===== src/rtl/riscv_mmio_responder.sv =====
// riscv_mmio_responder
// Memory-mapped peripheral on the processor data port. Exposes a byte TX FIFO,
// a read-only STATUS word, a sticky EXIT/halt register and a free-running
// cycle counter inside a 16-byte window. One outstanding request at a time:
// a request is accepted when req_valid && req_ready, and exactly one response
// pulse follows in the next cycle.
module riscv_mmio_responder #(
  parameter logic [31:0] BASE_ADDR  = 32'h0000_1000,
  parameter int          FIFO_DEPTH = 4
) (
  input  logic        clk,
  input  logic        reset,
  input  logic        req_valid,
  input  logic        req_we,
  input  logic [31:0] req_addr,
  input  logic [31:0] req_wdata,
  output logic        req_ready,
  output logic        rsp_valid,
  output logic [31:0] rsp_rdata,
  output logic        rsp_err,
  output logic [7:0]  tx_data,
  output logic        tx_valid,
  input  logic        tx_ready,
  output logic        halt,
  output logic [31:0] exit_code
);

  localparam int PTR_W = (FIFO_DEPTH > 1) ? $clog2(FIFO_DEPTH) : 1;
  localparam int CNT_W = PTR_W + 1;
  localparam logic [CNT_W-1:0] DEPTH_C = CNT_W'(FIFO_DEPTH);
  localparam logic [PTR_W-1:0] PTR_ONE = PTR_W'(1);
  localparam logic [CNT_W-1:0] CNT_ONE = CNT_W'(1);

  localparam logic [1:0] REG_TX     = 2'd0;
  localparam logic [1:0] REG_STATUS = 2'd1;
  localparam logic [1:0] REG_EXIT   = 2'd2;
  localparam logic [1:0] REG_CYCLE  = 2'd3;

  // STATUS only has a 4-bit occupancy field, so larger counts clamp to 15.
  function automatic logic [3:0] sat_count4(input logic [CNT_W-1:0] c);
    logic [3:0] r;
    if (32'(c) > 32'd15) begin
      r = 4'hF;
    end else begin
      r = 4'(c);
    end
    return r;
  endfunction

  // Registered state
  logic [7:0]       fifo_mem_r [FIFO_DEPTH];
  logic [PTR_W-1:0] wr_ptr_r;
  logic [PTR_W-1:0] rd_ptr_r;
  logic [CNT_W-1:0] count_r;
  logic             rsp_valid_r;
  logic [31:0]      rsp_rdata_r;
  logic             rsp_err_r;
  logic             halt_r;
  logic [31:0]      exit_code_r;
  logic [31:0]      cycle_r;

  // Combinational decode / control
  logic             in_window_s;
  logic             aligned_s;
  logic             addr_err_s;
  logic [1:0]       reg_sel_s;
  logic             fifo_full_s;
  logic             fifo_empty_s;
  logic             tx_push_req_s;
  logic             req_ready_s;
  logic             accept_s;
  logic             push_s;
  logic             pop_s;
  logic             exit_wr_s;
  logic [31:0]      load_data_s;
  logic [7:0]       tx_data_s;

  // Address decode, stall rule and accept/push/pop strobes.
  always_comb begin
    in_window_s   = (req_addr[31:4] == BASE_ADDR[31:4]);
    aligned_s     = (req_addr[1:0] == 2'b00);
    addr_err_s    = !(in_window_s && aligned_s);
    reg_sel_s     = req_addr[3:2];
    fifo_full_s   = (count_r == DEPTH_C);
    fifo_empty_s  = (count_r == {CNT_W{1'b0}});
    tx_push_req_s = req_we && !addr_err_s && (reg_sel_s == REG_TX);
    if (reset) begin
      req_ready_s = 1'b0;
    end else begin
      // Only a TX store into a full FIFO waits; everything else just waits
      // for the previous response slot to drain.
      req_ready_s = !rsp_valid_r && !(tx_push_req_s && fifo_full_s);
    end
    accept_s  = req_valid && req_ready_s;
    push_s    = accept_s && tx_push_req_s;
    pop_s     = !fifo_empty_s && tx_ready;
    exit_wr_s = accept_s && req_we && !addr_err_s && (reg_sel_s == REG_EXIT);
  end

  // Load data as seen in the accept cycle (state before this edge's updates).
  always_comb begin
    load_data_s = 32'h0000_0000;
    if (!req_we && !addr_err_s) begin
      case (reg_sel_s)
        REG_TX:     load_data_s = 32'h0000_0000;
        REG_STATUS: load_data_s = {24'h00_0000, sat_count4(count_r), 2'b00,
                                   fifo_empty_s, fifo_full_s};
        REG_EXIT:   load_data_s = exit_code_r;
        REG_CYCLE:  load_data_s = cycle_r;
        default:    load_data_s = 32'h0000_0000;
      endcase
    end else begin
      load_data_s = 32'h0000_0000;
    end
  end

  // Head-of-FIFO byte; forced to zero while the FIFO is empty.
  always_comb begin
    if (fifo_empty_s) begin
      tx_data_s = 8'h00;
    end else begin
      tx_data_s = fifo_mem_r[rd_ptr_r];
    end
  end

  // FIFO storage: written on push only, contents are don't-care when empty.
  always_ff @(posedge clk) begin
    if (push_s) begin
      fifo_mem_r[wr_ptr_r] <= req_wdata[7:0];
    end
  end

  // FIFO pointers and occupancy; simultaneous push and pop leave count alone.
  always_ff @(posedge clk or posedge reset) begin
    if (reset) begin
      wr_ptr_r <= {PTR_W{1'b0}};
      rd_ptr_r <= {PTR_W{1'b0}};
      count_r  <= {CNT_W{1'b0}};
    end else begin
      if (push_s) begin
        wr_ptr_r <= wr_ptr_r + PTR_ONE;
      end
      if (pop_s) begin
        rd_ptr_r <= rd_ptr_r + PTR_ONE;
      end
      case ({push_s, pop_s})
        2'b10:   count_r <= count_r + CNT_ONE;
        2'b01:   count_r <= count_r - CNT_ONE;
        default: count_r <= count_r;
      endcase
    end
  end

  // Single-cycle response pulse following every accepted request.
  always_ff @(posedge clk or posedge reset) begin
    if (reset) begin
      rsp_valid_r <= 1'b0;
      rsp_rdata_r <= 32'h0000_0000;
      rsp_err_r   <= 1'b0;
    end else begin
      rsp_valid_r <= accept_s;
      rsp_rdata_r <= accept_s ? load_data_s : 32'h0000_0000;
      rsp_err_r   <= accept_s && addr_err_s;
    end
  end

  // Sticky halt and last EXIT value; only reset clears halt.
  always_ff @(posedge clk or posedge reset) begin
    if (reset) begin
      halt_r      <= 1'b0;
      exit_code_r <= 32'h0000_0000;
    end else begin
      if (exit_wr_s) begin
        halt_r      <= 1'b1;
        exit_code_r <= req_wdata;
      end
    end
  end

  // Free-running cycle counter, wraps naturally at 2^32.
  always_ff @(posedge clk or posedge reset) begin
    if (reset) begin
      cycle_r <= 32'h0000_0000;
    end else begin
      cycle_r <= cycle_r + 32'd1;
    end
  end

  assign req_ready = req_ready_s;
  assign rsp_valid = rsp_valid_r;
  assign rsp_rdata = rsp_rdata_r;
  assign rsp_err   = rsp_err_r;
  assign tx_valid  = !fifo_empty_s;
  assign tx_data   = tx_data_s;
  assign halt      = halt_r;
  assign exit_code = exit_code_r;

endmodule


===== config.mk =====
export PLATFORM = sky130hd
export DESIGN_NAME = riscv_mmio_responder
export DESIGN_NICKNAME = d
export VERILOG_FILES = /design/src/rtl/riscv_mmio_responder.sv
export SDC_FILE = /design/constraint.sdc
export NUM_CORES = 1
export LEC_CHECK = 0
export BUFFER_PORTS_ARGS = -buffer_cell sky130_fd_sc_hd__buf_2
export CAP_MARGIN = 0
export CORE_ASPECT_RATIO = 0.6
export CORE_UTILIZATION = 53
export DETAILED_ROUTE_END_ITERATION = 7
export PLACE_DENSITY_LB_ADDON = 0.05
export SLEW_MARGIN = 10
export SYNTH_ARGS = -nofsm -noshare
export SYNTH_HDL_FRONTEND = slang
export SYNTH_SLANG_ARGS = --single-unit

===== constraint.sdc =====
create_clock -name clk -period 5.9 [get_ports clk]
set_input_delay 0 -clock clk [delete_from_list [all_inputs] [get_ports clk]]
set_output_delay 0 -clock clk [all_outputs]
set_load 0.02 [all_outputs]

==> impl_metrics.sql, run 1 <==
INSERT INTO impl_metrics (metric_group, metric, value, unit) VALUES
('place', 'port_buffers', '145', ''),
('sta', 'rsz0062_at_grt', 'no', ''),
('cells_and_area', 'total_number_of_nets_in_the_final_design', '674', ''),
('synth', 'synth_cells', '413', ''),
('cells_and_area', 'drive_gt1_frac', '0.372', ''),
('synth', 'synth_fp_nets', '489', ''),
('clock_tree', 'cts_buffers', '17', ''),
('global_route', 'initial_antenna_violation_count', '0', ''),
('synth', 'synth_top_flop_cell', 'sky130_fd_sc_hd__dfrtp_1', ''),
('global_route', 'grt_first_pass_wirelength', '19.7', 'mm'),
('worst_setup_path', 'critPathCaptureType', 'flip-flop', ''),
('clock_tree', 'cts_buffer_depth', '2', ''),
('power', 'net-switching-power', '601', 'uW'),
('power', 'total_power', '2360', 'uW'),
('sta', 'hold_slack', '0.0357', 'ns'),
('power', 'powerDensity', '315', 'nW/um2'),
('clock_tree', 'cts_root_buffer', 'sky130_fd_sc_hd__clkbuf_16', ''),
('drt', 'detail_route.drc_violations', '0', ''),
('synth', 'synth.most_common_cell', 'sky130_fd_sc_hd__dfrtp_1', ''),
('clock_tree', 'clk_pin_slew', '0.05', 'ns'),
('sta', 'finalHoldViolations', '0', ''),
('global_route', 'first_global_vias', '3826', ''),
('worst_setup_path', 'cp_data_arrival_time', '3.11', 'ns'),
('worst_setup_path', 'crit_path_max_fanout', '17', ''),
('floorplan', 'top_level_ports', '146', ''),
('sta', 'achievable-frequency', '354', 'MHz'),
('synth', 'synth_top_area_frac', '0.460', ''),
('synth', 'synth_area_per_cell', '14.0', 'um2'),
('power', 'peakVddDrop', '229', 'uV'),
('sta', 'tightest_slew', '1.18', 'ns'),
('worst_setup_path', 'timing_worst_setup_path_type', 'flip-flop to flip-flop', ''),
('status', 'run_status', 'completed', ''),
('sta', 'finalClockSkew', '0.00787', 'ns'),
('place', 'dp_hpwl', '8.81', 'mm'),
('min_path', 'min-delay-path-class', 'input port to flip-flop', ''),
('cells_and_area', 'areaGrowthSynthToFinish', '30.0', '%'),
('global_route', 'grt_overflow', '0', ''),
('sta', 'period_utilisation_layout', '0.478', ''),
('clock_tree', 'clock-sinks', '138', ''),
('synth', 'synth.top_cells.by_area', 'sky130_fd_sc_hd__dfrtp_1 (46%), sky130_fd_sc_hd__edfxtp_1 (17%), sky130_fd_sc_hd__mux2_2 (6.1%)', ''),
('power', 'seq_power_share', '0.443', ''),
('sta', 'report.final.setup_viol', '0', ''),
('drt', 'route.antenna.remaining_nets', '0', ''),
('sta', 'slew_headroom', '0.210', ''),
('sta', 'drv_slew', '0', ''),
('drt', 'totalWireLength', '13.0', 'mm'),
('power', 'power.combinational.fraction', '0.139', ''),
('clock_tree', 'clock_insertion_delay_worst_skew', '0.41', 'ns'),
('floorplan', 'fp.dieW', '137', 'um'),
('clock_tree', 'cts_tree', 'done', ''),
('drt', 'drt_iter0_drc', '201', ''),
('drt', 'routedWlPerCell', '17.3', 'um'),
('synth', 'synthTopCellsByCount', 'sky130_fd_sc_hd__dfrtp_1 (106), sky130_fd_sc_hd__nor2_1 (35), sky130_fd_sc_hd__edfxtp_1 (32)', ''),
('worst_setup_path', 'critPathRequiredTime', '6.19', 'ns'),
('global_route', 'maximum_number_of_pins_on_one_net_before_global_route_repair', '59', ''),
('synth', 'async_reset_ff_frac', '0.768', ''),
('floorplan', 'floorplan.rows', '29', ''),
('synth', 'synth.ff_latch_count', '138', ''),
('drt', 'detail_route.vias_per_cell', '5.30', ''),
('power', 'power.share.clock', '0.419', ''),
('synth', 'synth_largest_area_cell', 'sky130_fd_sc_hd__dfrtp_1', ''),
('drt', 'detailroute.via_count', '3978', ''),
('power', 'internal-power', '1760', 'uW'),
('floorplan', 'core_area', '10600', 'um2'),
('run', 'max_cap_viol_count', '0', ''),
('power', 'swShare', '0.255', ''),
('place', 'final_replace_weighted_congestion', '0.765', ''),
('clock_tree', 'htreeDepth', '4', ''),
('synth', 'post_synth_edffs', '32', ''),
('synth', 'yosysWarnings', '0', ''),
('synth', 'yosysUniqueCellTypes', '40', ''),
('floorplan', 'die_area', '11300', 'um2'),
('cells_and_area', 'insertedDiodeCount', '0', ''),
('sta', 'finalSetupTns', '0', 'ns'),
('synth', 'syn-cell-area', '5760', 'um2'),
('power', 'power_leakage', '0.00361', 'uW'),
('sta', 'fin_crit', '2.82', 'ns'),
('synth', 'synth_sequential_area_ratio', '0.627', ''),
('global_route', 'track_usage', '0.241', ''),
('drt', 'drt_pass1_iterations', '5', ''),
('floorplan', 'floorplan.die.height', '82.8', 'um'),
('floorplan', 'initial_core_util', '0.546', ''),
('worst_setup_path', 'critical_path.startpoint_type', 'flip-flop', '');
==> critical path, stage by stage (launching register included) <==
cell and delay [ns]:
sky130_fd_sc_hd__dfrtp_1 0.39, sky130_fd_sc_hd__or3b_1 0.57, sky130_fd_sc_hd__nor4_4 0.94, sky130_fd_sc_hd__buf_4 0.41
sky130_fd_sc_hd__mux2_2 0.37
==> cell usage in the layout (no fill, tap or decap), types with 3 or more instances in the layout <==
master / n
sky130_fd_sc_hd__clkinvlp_4: 3
sky130_fd_sc_hd__a22oi_1: 5
sky130_fd_sc_hd__ha_1: 6
sky130_fd_sc_hd__mux2_1: 3
sky130_fd_sc_hd__clkinv_2: 4
sky130_fd_sc_hd__mux4_2: 8
sky130_fd_sc_hd__and2_1: 13
sky130_fd_sc_hd__buf_2: 145
sky130_fd_sc_hd__nand2_1: 15
sky130_fd_sc_hd__and4_1: 3
sky130_fd_sc_hd__nand3_1: 13
sky130_fd_sc_hd__or2_2: 3
sky130_fd_sc_hd__mux2_2: 31
sky130_fd_sc_hd__xor2_1: 8
sky130_fd_sc_hd__buf_4: 3
sky130_fd_sc_hd__inv_1: 9
sky130_fd_sc_hd__nor2_1: 35
sky130_fd_sc_hd__dfrtp_1: 106
sky130_fd_sc_hd__nor4_1: 11
sky130_fd_sc_hd__o21ai_0: 4
sky130_fd_sc_hd__edfxtp_1: 32
sky130_fd_sc_hd__clkbuf_16: 17
sky130_fd_sc_hd__xnor2_1: 28
sky130_fd_sc_hd__mux2i_1: 28
sky130_fd_sc_hd__dlygate4sd3_1: 34
sky130_fd_sc_hd__nand4_1: 14
==> metal layers <==
metal / vias up / GRT usage / part of all wire
met5: - / 0 / 0
met4: 0 / 0.0844 / 0.0080
met1: 1986 / 0.339 / 0.47
met2: 135 / 0.376 / 0.46
li1: 1844 / - / -
met3: 13 / 0.0528 / 0.064
==> power groups by stage <==
stage / combinational [uW] / sequential [uW] / clock, uW
after floorplan: 240 / 1020 / 0
after global placement: 302 / 1060 / 0
after detailed placement: 310 / 1060 / 0
after CTS: 329 / 1040 / 1000
after global routing: 353 / 1050 / 1050
final: 327 / 1040 / 987
==> metrics by stage <==
stage               setup slack, ns  area (um2)  instances   util
floorplan                      3.11        5760        413      -
global placement               3.16        6590        684  0.624
detailed placement             3.01        6590        684  0.624
CTS                            3.00        7490        750  0.709
global route                   2.90        7490        750  0.709
finish                         3.08        7490        750  0.709
==> final timing paths <==
path / depth (start not counted) / from / slack (ns) / to
max in group asynchronous: 4 / reset / 4.49 / exit_code[0]$_DFFE_PP0P_
worst min register to register: 1 / cycle_r[31]$_DFF_PP0_ / 0.47 / cycle_r[31]$_DFF_PP0_
min in group asynchronous: 3 / reset / 0.24 / rd_ptr_r[0]$_DFFE_PP0P_
worst max-delay path: 4 / rsp_valid$_DFF_PP0_ / 3.08 / exit_code[12]$_DFFE_PP0P_
worst max register to register: 4 / rsp_valid$_DFF_PP0_ / 3.08 / exit_code[12]$_DFFE_PP0P_
worst min-delay path: 3 / tx_ready / 0.04 / rd_ptr_r[0]$_DFFE_PP0P_
==> kinds of logic after synthesis <==
| group | synth area share |
|---|---|
| compound gates | 0.0126 |
| xor+xnor | 0.0547 |
| fa+ha+maj | 0.0165 |
| buf+inv | 0.0228 |
| flops | 0.627 |
| mux | 0.146 |
| simple gates | 0.120 |
==> layout make-up <==
cell class                      count  area (um2)
Sequential cell                   138        3610
Fill cell                         778        3070
Multi-Input combinational cell    249        2020
Timing Repair Buffer              182        1090
Clock buffer                       21         460
Tap cell                          139         174
Clock inverter                     11        96.3
Inverter                           10        40.0
==> sequential cells by signal, summed over array words and instances, names as in the netlist <==
register,count
rsp_valid,1
cycle_r,32
exit_code,32
rd_ptr_r,2
count_r,3
rsp_err,1
wr_ptr_r,2
rsp_rdata,32
halt,1
fifo_mem_r,32
==> what timing repair did <==
action,CTS,global route
hold endpoints to repair,117,0
hold buffers,34,0
setup buffers,0,0
setup endpoints to repair,0,0
gates resized for setup,0,0
Note: power is estimated with default switching activity, not from simulation.
==> inputs of run 2 (changes only) <==
Clock period 5.9 ns to 2.9 ns, I/O delays scaled along.
==> impl_metrics.sql, run 2 (synthesized netlist as in run 1, its figures left out) <==
INSERT INTO impl_metrics (metric_group, metric, value, unit) VALUES
('place', 'port_buffers', '145', ''),
('place', 'dpl_worst_slack', '0.550', 'ns'),
('status', 'run_status', 'completed', ''),
('drt', 'routedWlPerCell', '16.9', 'um'),
('clock_tree', 'cts_repair_resize_count', '0', ''),
('cells_and_area', 'final_common_cell', 'sky130_fd_sc_hd__buf_2', ''),
('worst_setup_path', 'cp_data_arrival_time', '2.68', 'ns'),
('drt', 'detailroute.via_count', '3967', ''),
('global_route', 'grt_overflow', '0', ''),
('place', 'dp_hpwl', '8.79', 'mm'),
('clock_tree', 'number_of_buffers_inserted_for_hold_repair_after_clock_tree_synthesis', '35', ''),
('clock_tree', 'clock_insertion_delay_worst_skew', '0.41', 'ns'),
('worst_setup_path', 'timing.critical_path.cells', 'or3b_1 > nor4_2 > buf_4 > inv_1 > ha_1 > inv_1 > fa_1 > xor2_1 > nor2_1 > xor2_1', ''),
('clock_tree', 'htreeDepth', '4', ''),
('global_route', 'first_global_vias', '3848', ''),
('cells_and_area', 'commonest_non_fill_non_tap_cells_in_the_layout', 'sky130_fd_sc_hd__buf_2 (145), sky130_fd_sc_hd__dfrtp_1 (106), sky130_fd_sc_hd__nor2_1 (35), sky130_fd_sc_hd__dlygate4sd3_1 (35), sky130_fd_sc_hd__edfxtp_1 (32)', ''),
('floorplan', 'floorplan.die.height', '82.8', 'um'),
('worst_setup_path', 'critical-path-top-delay-family', 'simple AND/OR/NAND/NOR gates', ''),
('worst_setup_path', 'critical_path.startpoint_type', 'flip-flop', ''),
('clock_tree', 'postCtsSetupBuffers', '0', ''),
('worst_setup_path', 'crit_path_max_fanout', '10', ''),
('place', 'dpl_cell_area', '6640', 'um2'),
('sta', 'fin_crit', '2.38', 'ns'),
('worst_setup_path', 'critical_path.n_buffers_inverters', '3', ''),
('floorplan', 'floorplan.rows', '29', ''),
('power', 'powerDensity', '668', 'nW/um2'),
('power', 'peakVddDrop', '464', 'uV'),
('global_route', 'track_usage', '0.239', ''),
('sta', 'slew_headroom', '0.524', ''),
('cells_and_area', 'insertedDiodeCount', '0', ''),
('clock_tree', 'cts_buffer_depth', '2', ''),
('cells_and_area', 'nFillCells', '735', ''),
('drt', 'detail_route.vias_per_cell', '5.24', ''),
('worst_setup_path', 'timing_worst_setup_path_type', 'flip-flop to flip-flop', ''),
('cells_and_area', 'drive_gt1_frac', '0.372', ''),
('worst_setup_path', 'critical_path.max_stage_delay', '0.57', 'ns'),
('sta', 'report.final.setup_viol', '0', ''),
('cells_and_area', 'fin_area', '7620', 'um2'),
('cells_and_area', 'areaGrowthSynthToFinish', '32.3', '%'),
('drt', 'drt_iter0_drc', '220', ''),
('sta', 'postLayoutSetupSlackWorst', '0.517', 'ns'),
('floorplan', 'core_area', '10600', 'um2'),
('sta', 'drv_slew', '0', ''),
('drt', 'route.antenna.remaining_nets', '0', ''),
('global_route', 'maximum_number_of_pins_on_one_net_before_global_route_repair', '50', ''),
('sta', 'finalClockSkew', '0.00918', 'ns'),
('floorplan', 'fp.dieW', '137', 'um'),
('clock_tree', 'cts_buffers', '17', ''),
('place', 'final_replace_weighted_congestion', '0.819', ''),
('global_route', 'initial_antenna_violation_count', '0', ''),
('floorplan', 'top_level_ports', '146', ''),
('worst_setup_path', 'critical_path.slowest_cell', 'sky130_fd_sc_hd__or3b_1', ''),
('clock_tree', 'clock-sinks', '138', ''),
('cells_and_area', 'total_number_of_nets_in_the_final_design', '681', ''),
('sta', 'tightest_slew', '0.711', 'ns'),
('run', 'max_cap_viol_count', '0', ''),
('sta', 'finalHoldViolations', '0', ''),
('sta', 'rsz0062_at_grt', 'no', ''),
('floorplan', 'die_area', '11300', 'um2'),
('clock_tree', 'clk_pin_slew', '0.06', 'ns'),
('sta', 'finalSetupTns', '0', 'ns'),
('sta', 'period_utilisation_layout', '0.822', ''),
('worst_setup_path', 'critPathRequiredTime', '3.19', 'ns'),
('floorplan', 'initial_core_util', '0.546', ''),
('clock_tree', 'cts_tree', 'done', ''),
('global_route', 'grt_first_pass_wirelength', '19.4', 'mm'),
('sta', 'achievable-frequency', '420', 'MHz'),
('drt', 'drt_pass1_iterations', '5', ''),
('drt', 'totalWireLength', '12.8', 'mm'),
('clock_tree', 'cts_root_buffer', 'sky130_fd_sc_hd__clkbuf_16', ''),
('drt', 'detail_route.drc_violations', '0', ''),
('min_path', 'min-delay-path-class', 'input port to flip-flop', ''),
('power', 'power_leakage', '0.00367', 'uW'),
('worst_setup_path', 'critPathCaptureType', 'flip-flop', '');
[run 2: cell count changes in the layout (fill, tap and decap cells not counted)]
cell	change
sky130_fd_sc_hd__clkbuf_8	-2
sky130_fd_sc_hd__dlygate4sd3_1	+1
sky130_fd_sc_hd__bufinv_16	+4
sky130_fd_sc_hd__buf_4	+6
sky130_fd_sc_hd__clkbuf_1	+1
sky130_fd_sc_hd__inv_4	-1
sky130_fd_sc_hd__clkinv_2	-4
sky130_fd_sc_hd__clkinv_1	+2
[run 2: tightest hold or removal path, stage by stage]
cell and delay, ns:
sky130_fd_sc_hd__buf_2 0.09, sky130_fd_sc_hd__and2_1 0.20, sky130_fd_sc_hd__xor2_1 0.08
[run 2: through the flow]
| stage | std cells | hold slack, ns | utilization | power, uW |
|---|---|---|---|---|
| 2_1_floorplan | 413 | 0.0727 | - | 2570 |
| 3_3_place_gp | 690 | 0.137 | 0.629 | 2780 |
| 3_5_place_dp | 690 | 0.142 | 0.629 | 2790 |
| 4_1_cts | 757 | 0.00155 | 0.722 | 5130 |
| 5_1_grt | 757 | 0.0204 | 0.722 | 5270 |
| 6_report | 757 | 0.0123 | 0.722 | 5090 |
[run 2: final timing paths]
path | from | end | slack [ns] | cells past startpoint
min in group asynchronous | reset | rsp_rdata[0]$_DFF_PP0_ | 0.26 | 3
worst max register to register | rsp_valid$_DFF_PP0_ | count_r[2]$_DFFE_PP0P_ | 0.52 | 10
worst max-delay path | rsp_valid$_DFF_PP0_ | count_r[2]$_DFFE_PP0P_ | 0.52 | 10
max in group asynchronous | reset | exit_code[10]$_DFFE_PP0P_ | 1.80 | 4
worst min register to register | halt$_DFFE_PP0P_ | halt$_DFFE_PP0P_ | 0.47 | 1
worst min-delay path | tx_ready | rd_ptr_r[0]$_DFFE_PP0P_ | 0.01 | 3
[run 2: power breakdown]
group          switching (uW)  leakage, uW  total [uW]  internal, uW
sequential               91.2      0.00174        2120          2030
clock                     787     0.000296        2310          1520
combinational             328      0.00164         662           334
[run 2: cell type report]
type                            count  area [um2]  area share
Inverter                           10        40.0     0.00525
Sequential cell                   138        3610       0.474
Timing Repair Buffer              189        1140       0.150
Clock inverter                     12         198      0.0259
Clock buffer                       20         437      0.0573
Tap cell                          139         174      0.0228
Multi-Input combinational cell    249        2020       0.265
[run 2: per-layer routing]
metal | up-vias | global-route usage | part of all wire
met4 | 0 | 0.0600 | 0.0028
met2 | 147 | 0.373 | 0.47
met1 | 1951 | 0.328 | 0.46
met5 | - | 0 | 0
met3 | 2 | 0.0729 | 0.071
li1 | 1867 | - | -
